<file path="src/rtl/uart_rx_fifo.sv">
`default_nettype none
// ============================================================================
// Module      : uart_rx_fifo
// Description : Receive FIFO between a buart byte source and a 32-bit CPU bus,
//               with STATUS/CTRL registers and a threshold interrupt.
// Revision    : 1.0 - initial release
// ============================================================================
module uart_rx_fifo #(
    parameter int DEPTH = 16,
    parameter int CW    = $clog2(DEPTH) + 1
) (
    input  logic        clk,
    input  logic        resetq,
    input  logic        uart_valid,
    input  logic [7:0]  uart_data,
    output logic        uart_rd,
    input  logic        select,
    input  logic        rd,
    input  logic [3:0]  we,
    input  logic [1:0]  addr,
    input  logic [31:0] wdata,
    output logic [31:0] rdata,
    output logic        interrupt
);

    localparam int AW   = $clog2(DEPTH);
    localparam int CMPW = (CW > 5) ? CW : 5;

    typedef enum logic [1:0] {
        S_IDLE = 2'd0,
        S_ACK  = 2'd1,
        S_WAIT = 2'd2
    } state_t;

    state_t          r_state;
    state_t          w_state_nxt;
    logic            w_ack;

    logic [7:0]      r_mem [DEPTH];
    logic [AW-1:0]   r_wptr;
    logic [AW-1:0]   r_rptr;
    logic [CW-1:0]   r_count;
    logic            r_overrun;
    logic            r_ie;
    logic [4:0]      r_thresh;
    logic [31:0]     r_rdata;
    logic            r_irq;

    logic            w_full;
    logic            w_empty;
    logic            w_bus_rd;
    logic            w_ctrl_wr;
    logic            w_flush;
    logic            w_push;
    logic            w_pop;
    logic            w_ovr_set;
    logic            w_ovr_clr;
    logic [CMPW-1:0] w_count_ext;
    logic [CMPW-1:0] w_thresh_ext;
    logic [4:0]      w_thr_eff;
    logic [4:0]      w_cnt_field;
    logic [31:0]     w_rdata_nxt;
    logic            w_unused;

    // ------------------------------------------------------------------
    // Ingest handshake with the buart
    // ------------------------------------------------------------------
    always_ff @(posedge clk or negedge resetq) begin
        if (!resetq) begin
            r_state <= S_IDLE;
        end else begin
            r_state <= w_state_nxt;
        end
    end

    always_comb begin
        w_state_nxt = r_state;
        w_ack       = 1'b0;
        case (r_state)
            S_IDLE: if (uart_valid) w_state_nxt = S_ACK;
            S_ACK: begin
                w_ack       = 1'b1;
                w_state_nxt = S_WAIT;
            end
            S_WAIT: if (!uart_valid) w_state_nxt = S_IDLE;
            default: w_state_nxt = S_IDLE;
        endcase
    end

    assign uart_rd = w_ack;

    // ------------------------------------------------------------------
    // FIFO control
    // ------------------------------------------------------------------
    assign w_full    = (r_count == CW'(DEPTH));
    assign w_empty   = (r_count == '0);
    assign w_bus_rd  = select & rd;
    assign w_ctrl_wr = select & we[0] & (addr == 2'd2);
    assign w_flush   = w_ctrl_wr & wdata[5];
    // A flush swallows a coincident push entirely, including its overrun.
    assign w_push    = w_ack & ~w_full & ~w_flush;
    assign w_ovr_set = w_ack & w_full & ~w_flush;
    assign w_ovr_clr = w_ctrl_wr & wdata[6];
    assign w_pop     = w_bus_rd & (addr == 2'd0) & ~w_empty;

    always_ff @(posedge clk) begin
        if (w_push) begin
            r_mem[r_wptr] <= uart_data;
        end
    end

    always_ff @(posedge clk or negedge resetq) begin
        if (!resetq) begin
            r_wptr  <= '0;
            r_rptr  <= '0;
            r_count <= '0;
        end else if (w_flush) begin
            r_wptr  <= '0;
            r_rptr  <= '0;
            r_count <= '0;
        end else begin
            if (w_push) r_wptr <= r_wptr + AW'(1);
            if (w_pop)  r_rptr <= r_rptr + AW'(1);
            if (w_push && !w_pop) begin
                r_count <= r_count + CW'(1);
            end else if (!w_push && w_pop) begin
                r_count <= r_count - CW'(1);
            end
        end
    end

    always_ff @(posedge clk or negedge resetq) begin
        if (!resetq) begin
            r_overrun <= 1'b0;
            r_ie      <= 1'b0;
            r_thresh  <= 5'd1;
        end else begin
            if (w_ovr_set) begin
                r_overrun <= 1'b1;
            end else if (w_ovr_clr) begin
                r_overrun <= 1'b0;
            end
            if (w_ctrl_wr) begin
                r_thresh <= wdata[4:0];
                r_ie     <= wdata[7];
            end
        end
    end

    // ------------------------------------------------------------------
    // CPU read path and interrupt
    // ------------------------------------------------------------------
    assign w_count_ext  = CMPW'(r_count);
    assign w_thr_eff    = (r_thresh == 5'd0) ? 5'd1 : r_thresh;
    assign w_thresh_ext = CMPW'(w_thr_eff);
    assign w_cnt_field  = (w_count_ext > CMPW'(31)) ? 5'd31 : w_count_ext[4:0];

    always_comb begin
        w_rdata_nxt = '0;
        case (addr)
            2'd0:    w_rdata_nxt = {23'b0, ~w_empty, (w_empty ? 8'h00 : r_mem[r_rptr])};
            2'd1:    w_rdata_nxt = {24'b0, r_overrun, w_full, w_empty, w_cnt_field};
            2'd2:    w_rdata_nxt = {24'b0, r_ie, 2'b00, r_thresh};
            default: w_rdata_nxt = '0;
        endcase
    end

    always_ff @(posedge clk or negedge resetq) begin
        if (!resetq) begin
            r_rdata <= '0;
            r_irq   <= 1'b0;
        end else begin
            if (w_bus_rd) r_rdata <= w_rdata_nxt;
            r_irq <= r_ie & (r_overrun | (w_count_ext >= w_thresh_ext));
        end
    end

    assign rdata     = r_rdata;
    assign interrupt = r_irq;
    assign w_unused  = ^{we[3:1], wdata[31:8]};

endmodule
`default_nettype wire
</file>
<file path="config.mk">
export PLATFORM = sky130hd
export DESIGN_NAME = uart_rx_fifo
export DESIGN_NICKNAME = d
export VERILOG_FILES = /design/src/rtl/uart_rx_fifo.sv
export SDC_FILE = /design/constraint.sdc
export NUM_CORES = 1
export LEC_CHECK = 0
export BUFFER_PORTS_ARGS = -buffer_cell sky130_fd_sc_hd__buf_2
export CAP_MARGIN = 20
export CORE_ASPECT_RATIO = 0.9
export CORE_MARGIN = 4
export CORE_UTILIZATION = 40
export DETAILED_ROUTE_END_ITERATION = 12
export GPL_TIMING_DRIVEN = 0
export SYNTH_ARGS = -nofsm -noshare
export SYNTH_HDL_FRONTEND = slang
export SYNTH_SLANG_ARGS = --single-unit
</file>
<file path="constraint.sdc">
create_clock -name clk -period 4.25 [get_ports clk]
set_clock_uncertainty 0.2 [all_clocks]
set_input_delay 0.6375 -clock clk [delete_from_list [all_inputs] [get_ports clk]]
set_output_delay 0.6375 -clock clk [all_outputs]
set_load 0.01 [all_outputs]
</file>
==> flow_summary.json, run 1 <==
{
  "first_pass_iters": 7,
  "dpl_cell_area_sq_mm": 0.00755,
  "die_h_um": 133,
  "crit_slowest_cell": "nor4_4",
  "netlist_top_cells_count": "edfxtp_1, dfrtp_1, mux4_2, buf_4, nor2_1",
  "io_buffers": 33,
  "post_synth.cell_area_avg_sq_um": 16.1,
  "yosysSeqAreaShare_pct": 66.5,
  "netlist_area_sq_mm": 0.00699,
  "r2r_start": "r_count[0]",
  "post_cts_buffers": 0,
  "antennaDiodeCount": 0,
  "ant_nets": 0,
  "hold_buffers": 0,
  "htreeDepth": 4,
  "rr_worst_depth": 11,
  "startpoint": "r_count[0]",
  "synth.top_cell.area_share_pct": 55.0,
  "initial_core_util_pct": 41.1,
  "setup_violations": 0,
  "ios": 85,
  "synth_area_leader_cell": "edfxtp_1",
  "layout-drive-gt1-share_pct": 28.0,
  "power.density_mw_per_mm2": 600,
  "grt-ovfl-total": 0,
  "cts_tree": "done",
  "ys_types": 45,
  "synth_ff_type": "edfxtp_1",
  "row_count": 45,
  "grt_max_degree": 33,
  "cpPeakStageDelay_ns": 0.54,
  "numCtsBuffers": 17,
  "grt_first_pass_wirelength_mm": 22.2,
  "synth-seq-cells": 160,
  "dr.first_iter.drc_count": 458,
  "synth_most_common_cell": "edfxtp_1",
  "tightestPinTransition_ns": 1.07,
  "finalCritPeriodShare_pct": 77.6,
  "dp_hpwl_mm": 9.89,
  "grt_pass1_vias": 3789,
  "crit_type": "flip-flop to flip-flop",
  "syn_inst": 434,
  "slew-limit-headroom_pct": 28.7,
  "postSynth.asyncResetShare_pct": 20.0,
  "slew_violations": 0,
  "cts_buffer_depth": 2,
  "die_area_sq_mm": 0.0197,
  "clk_pin_slew_ns": 0.06,
  "wl_mm": 14.4,
  "peakVddDrop_mv": 0.363,
  "setup_tns_ns": 0,
  "finalCriticalPeriod_ns": 3.30,
  "globalRouteTotalUtil_pct": 15.3,
  "final_nets": 578,
  "finalHoldViolCount": 0,
  "viasPerCell": 5.08,
  "synthTopCellsByArea": "edfxtp_1, dfrtp_1, mux4_2",
  "crit_arrival_ns": 3.38,
  "crit_end": "r_count[4]",
  "crit_chain": "nor4_4 -> a2111o_1 -> and2_1 -> buf_2 -> nand2_1 -> fa_1 -> a21o_1 -> a21o_1 -> and2_1 -> a32oi_1 -> o22ai_1",
  "design_area_sq_mm": 0.00811,
  "clkSinkCount": 160,
  "start_kind": "flip-flop",
  "post_cts_resized": 0,
  "drc": 0,
  "synth_edf_count": 128,
  "clock_latency_ns": 0.41,
  "end_kind": "flip-flop",
  "max_freq_mhz": 303,
  "ys_warn_count": 0,
  "r2r_slack_ns": 0.95,
  "dieWidth_um": 147,
  "root_buffer": "clkbuf_16",
  "max_cap_violations": 0,
  "gp_congestion": 0.830,
  "cp_max_fo": 7,
  "timing.rr.end": "r_count[4]",
  "wl_per_cell_um": 18.9,
  "required_ns": 4.33,
  "nFillCells": 1481,
  "core_sq_mm": 0.0170,
  "status": "finished, final reports clean",
  "min_path_type": "input port to asynchronous set/reset pin",
  "rsz0062_at_grt": "no",
  "antenna_found_initial": 0,
  "power.leakage_nw": 2.99,
  "via_count": 3857,
  "syn2layout_area_growth_pct": 16.0
}
[layout by cell type, fill, tap and decap left out, types with 10 or more instances in the layout]
cell	n
ha_1	14
nor2_1	21
mux4_2	29
inv_1	14
dfrtp_1	31
clkbuf_16	18
conb_1	23
buf_4	24
nand2_1	15
buf_2	48
a21oi_1	20
and2_1	10
edfxtp_1	128
mux2_2	12
mux2i_1	15
[cell type report]
cell class | instances | area [sq um] | area share [%]
Tap cell | 235 | 294 | 3.63
Buffer | 43 | 265 | 3.27
Sequential cell | 160 | 4650 | 57.3
Clock inverter | 10 | 72.6 | 0.895
Multi-Input combinational cell | 239 | 2110 | 26.0
Inverter | 14 | 52.6 | 0.648
Clock buffer | 22 | 485 | 5.99
Timing Repair Buffer | 37 | 185 | 2.28
[worst max-delay path: cells and delay by family, from the launching register on]
kind | cells | cell delay [ns]
AO/OA/AOI/OAI | 5 | 0.86
adder cells (fa/ha/maj) | 1 | 0.45
buffers and inverters | 1 | 0.16
flip-flops | 1 | 0.51
AND/OR/NAND/NOR | 4 | 0.98
[kinds of logic after synthesis]
kind of cell | Yosys count | synth area share, %
and+or+nand+nor | 78 | 5.76
xor gates and xnor gates | 9 | 1.13
AOI/OAI and AO/OA | 58 | 5.84
other | 1 | 0.0536
buffers and inverters | 57 | 4.55
DFF | 160 | 66.5
muxes | 56 | 13.4
adders and majority gates | 15 | 2.79
[per-stage QoR]
stage	setup WS, ns	hold slack [ns]	util (%)	std cells	power [W]
final	0.950	0.0772	47.7	760	0.00487
after global routing	0.756	0.140	47.7	760	0.00514
after CTS	0.955	0.0869	47.7	760	0.00490
after detailed placement	0.977	0.234	44.4	728	0.00349
after global placement	0.983	0.223	44.3	724	0.00345
after floorplan	1.20	0.142	-	456	0.00306
[layer usage]
layer  wire, um  vias up  global-route usage [%]
met5          0        -                       0
met4        131        0                    3.57
met3        766        9                    4.18
met2       6850      117                    23.5
met1       6610     1937                    21.8
li1           -     1794                       -
[power breakdown]
group / internal, W / switching, W
sequential: 0.00186 / 0.000143
combinational: 0.000659 / 0.000792
clock: 0.000819 / 0.000595
total: 0.00334 / 0.00153
[worst min-delay path by stage]
| stage | start | end | cells after the start |
|---|---|---|---|
| after CTS | resetq | interrupt | 1 |
| after global routing | resetq | interrupt | 1 |
| after floorplan | resetq | interrupt | 0 |
| final | resetq | interrupt | 1 |
| after global placement | r_state[0] | r_state[0] | 1 |
| after detailed placement | r_state[0] | r_state[0] | 1 |
[sequential cells by signal (all words and copies together) (netlist names), 2 cells and up]
name and flops:
r_rptr 4, r_mem 128, r_count 5, r_wptr 4
rdata 9, r_state 2, r_thresh 5
No activity file was read; power rests on OpenSTA's default activity.
==> run 2: changes to the inputs <==
Clock period 4.25 ns to 2.7 ns, I/O delays scaled along.
==> run 2 against run 1 <==
Against the previous run: the run now ends with setup timing left; final area up 4.6%; global-route usage up 0.30 points; core utilization up 2.2 points; clock-buffer cell count down 1; routed wire length up 3.2%; final cell count up 1.3%; clock power up 81%; worst hold slack worse by 0.059 ns.
==> flow_summary.json, run 2 (synthesis gave the netlist of run 1 again) <==
{
  "status": "finished, violations left",
  "violations": "setup timing",
  "required_ns": 2.79,
  "peakVddDrop_mv": 0.541,
  "power_frac_clock_pct": 30.7,
  "layout-drive-gt1-share_pct": 35.5,
  "finalCritPeriodShare_pct": 108,
  "p_sw_w": 0.00257,
  "timing.rr.end": "r_count[4]",
  "mostFrequentLayoutCells": "edfxtp_1, buf_2, buf_4",
  "crit_arrival_ns": 2.99,
  "p_comb_share_pct": 31.7,
  "min_delay_worst_endpoint": "r_thresh[2]",
  "first_pass_iters": 4,
  "setup_violations": 10,
  "cts_tree": "done",
  "ios": 85,
  "clkSinkCount": 160,
  "syn2layout_area_growth_pct": 21.3,
  "min_path_type": "input port to flip-flop",
  "finalCriticalPeriod_ns": 2.91,
  "clk_pin_slew_ns": 0.06,
  "post-place-ws_ns": -0.397,
  "core_sq_mm": 0.0170,
  "io_buffers": 33,
  "start_kind": "flip-flop",
  "final_common_cell": "edfxtp_1",
  "slew-limit-headroom_pct": 51.0,
  "die_h_um": 133,
  "drc": 0,
  "globalRouteTotalUtil_pct": 15.6,
  "root_buffer": "clkbuf_16",
  "crit_type": "flip-flop to flip-flop",
  "cp_num_cells": 11,
  "grt_pass1_vias": 3980,
  "dr.first_iter.drc_count": 357,
  "grt_first_pass_wirelength_mm": 22.8,
  "numCtsBuffers": 17,
  "final_nets": 588,
  "antennaDiodeCount": 0,
  "hold_depth": 2,
  "crit_buf_inv": 1,
  "finalHoldViolCount": 0,
  "grt-ovfl-total": 0,
  "rr_worst_depth": 11,
  "via_count": 4001,
  "clock_latency_ns": 0.43,
  "wl_mm": 14.8,
  "r2r_slack_ns": -0.21,
  "power.leakage_nw": 3.10,
  "largest_reg_flops": 128,
  "rsz0062_at_grt": "yes",
  "dp_hpwl_mm": 10.3,
  "utilization_pct": 49.9,
  "crit_family": "compound AO/OA/AOI/OAI gates",
  "cpMostUsedCell": "a21o_1",
  "crit_chain": "nor4_4 -> a2111o_1 -> and2_4 -> buf_6 -> nand2_8 -> fa_2 -> a21o_1 -> a21o_1 -> and2_1 -> a32oi_1 -> o22ai_1",
  "die_area_sq_mm": 0.0197,
  "cpPeakStageDelay_ns": 0.43,
  "end_kind": "flip-flop",
  "slew_violations": 0,
  "initial_core_util_pct": 41.1,
  "cp_max_fo": 5,
  "cts_buffer_depth": 2,
  "p_int_w": 0.00575,
  "viasPerCell": 5.20,
  "met1_length_mm": 6.73,
  "max_freq_mhz": 344,
  "p_sw_share_pct": 30.9,
  "seqPwrFrac_pct": 37.7,
  "ant_nets": 0,
  "gp_congestion": 0.834,
  "wl_met3_um": 791,
  "max_cap_violations": 0,
  "topRoutingLayerUsed": "met4",
  "wl_per_cell_um": 19.2,
  "antenna_found_initial": 0,
  "tightestPinTransition_ns": 0.735,
  "power.density_mw_per_mm2": 982,
  "final.setup.worst_slack_ns": -0.205,
  "regMostFlops": "r_mem",
  "grt_max_degree": 33,
  "row_count": 45,
  "dieWidth_um": 147,
  "r2r_start": "r_count[1]",
  "met2WireLength_mm": 7.14,
  "crit_slowest_cell": "dfrtp_2",
  "htreeDepth": 4,
  "hold_start": "wdata[2]"
}
run 2: cell count changes in the layout (fill, tap and decap cells not counted), moves of 4 or more:
cell and change:
bufinv_16 +4, dfrtp_2 +5, buf_4 +9, and2_1 -9
and2_2 +8, nor2_1 -4, nor3_1 -4, dfrtp_1 -5
buf_2 -5
run 2: worst reg2reg max path, stage by stage, from the launching register on:
cell	delay, ns
dfrtp_2	0.43
nor4_4	0.42
a2111o_1	0.23
and2_4	0.14
buf_6	0.13
nand2_8	0.07
fa_2	0.39
a21o_1	0.17
a21o_1	0.21
and2_1	0.15
a32oi_1	0.17
o22ai_1	0.10
run 2: worst max-delay path by stage:
stage / startpoint / end / slack, ns
floorplan: r_count[1] / r_count[4] / -0.11
global placement: addr[1] / r_mem[6][1] / -0.49
detailed placement: r_count[2] / r_count[4] / -0.40
CTS: r_count[2] / r_count[4] / -0.18
global route: r_count[1] / r_count[4] / -0.37
finish: r_count[1] / r_count[4] / -0.21
run 2: area by class of cell:
class / count / area [sq um]
Tap cell: 235 / 294
Inverter: 14 / 52.6
Timing Repair Buffer: 47 / 303
Buffer: 43 / 279
Multi-Input combinational cell: 239 / 2270
Clock inverter: 11 / 180
Clock buffer: 21 / 450
Sequential cell: 160 / 4650
Fill cell: 1481 / 8520
run 2: routing by layer:
layer / track usage (%) / vias to the layer above
met2: 24.3 / 110
met1: 21.5 / 2063
met3: 4.42 / 14
li1: - / 1814
met5: 0 / -
met4: 4.50 / 0
run 2: stage by stage:
stage / instances / TNS, ns / total power (W) / instance area (sq um) / hold slack (ns)
global route: 770 / -5.47 / 0.00874 / 8480 / 0.00741
global placement: 724 / -21.41 / 0.00543 / 7550 / 0.223
detailed placement: 727 / -12.43 / 0.00551 / 7570 / 0.236
floorplan: 456 / -0.106 / 0.00483 / 7090 / -0.0906
finish: 770 / -0.787 / 0.00832 / 8480 / 0.0181
CTS: 764 / -3.34 / 0.00812 / 8270 / 0.00378
run 2: power groups by stage:
stage               clock network (W)  registers (W)  logic, W
detailed placement                  0        0.00319   0.00232
global placement                    0        0.00318   0.00226
finish                        0.00255        0.00314   0.00263
floorplan                           0        0.00315   0.00169
CTS                           0.00258        0.00313   0.00241
global route                  0.00271        0.00317   0.00287
run 2: repair_timing:
| action | in CTS | in global routing |
|---|---|---|
| setup endpoints to repair | 93 | 111 |
| hold buffers | 1 | 0 |
| setup buffers | 4 | 6 |
| endpoints found under the hold margin | 31 | 0 |
| gates resized for setup | 13 | 30 |
| pin swaps | 3 | 13 |
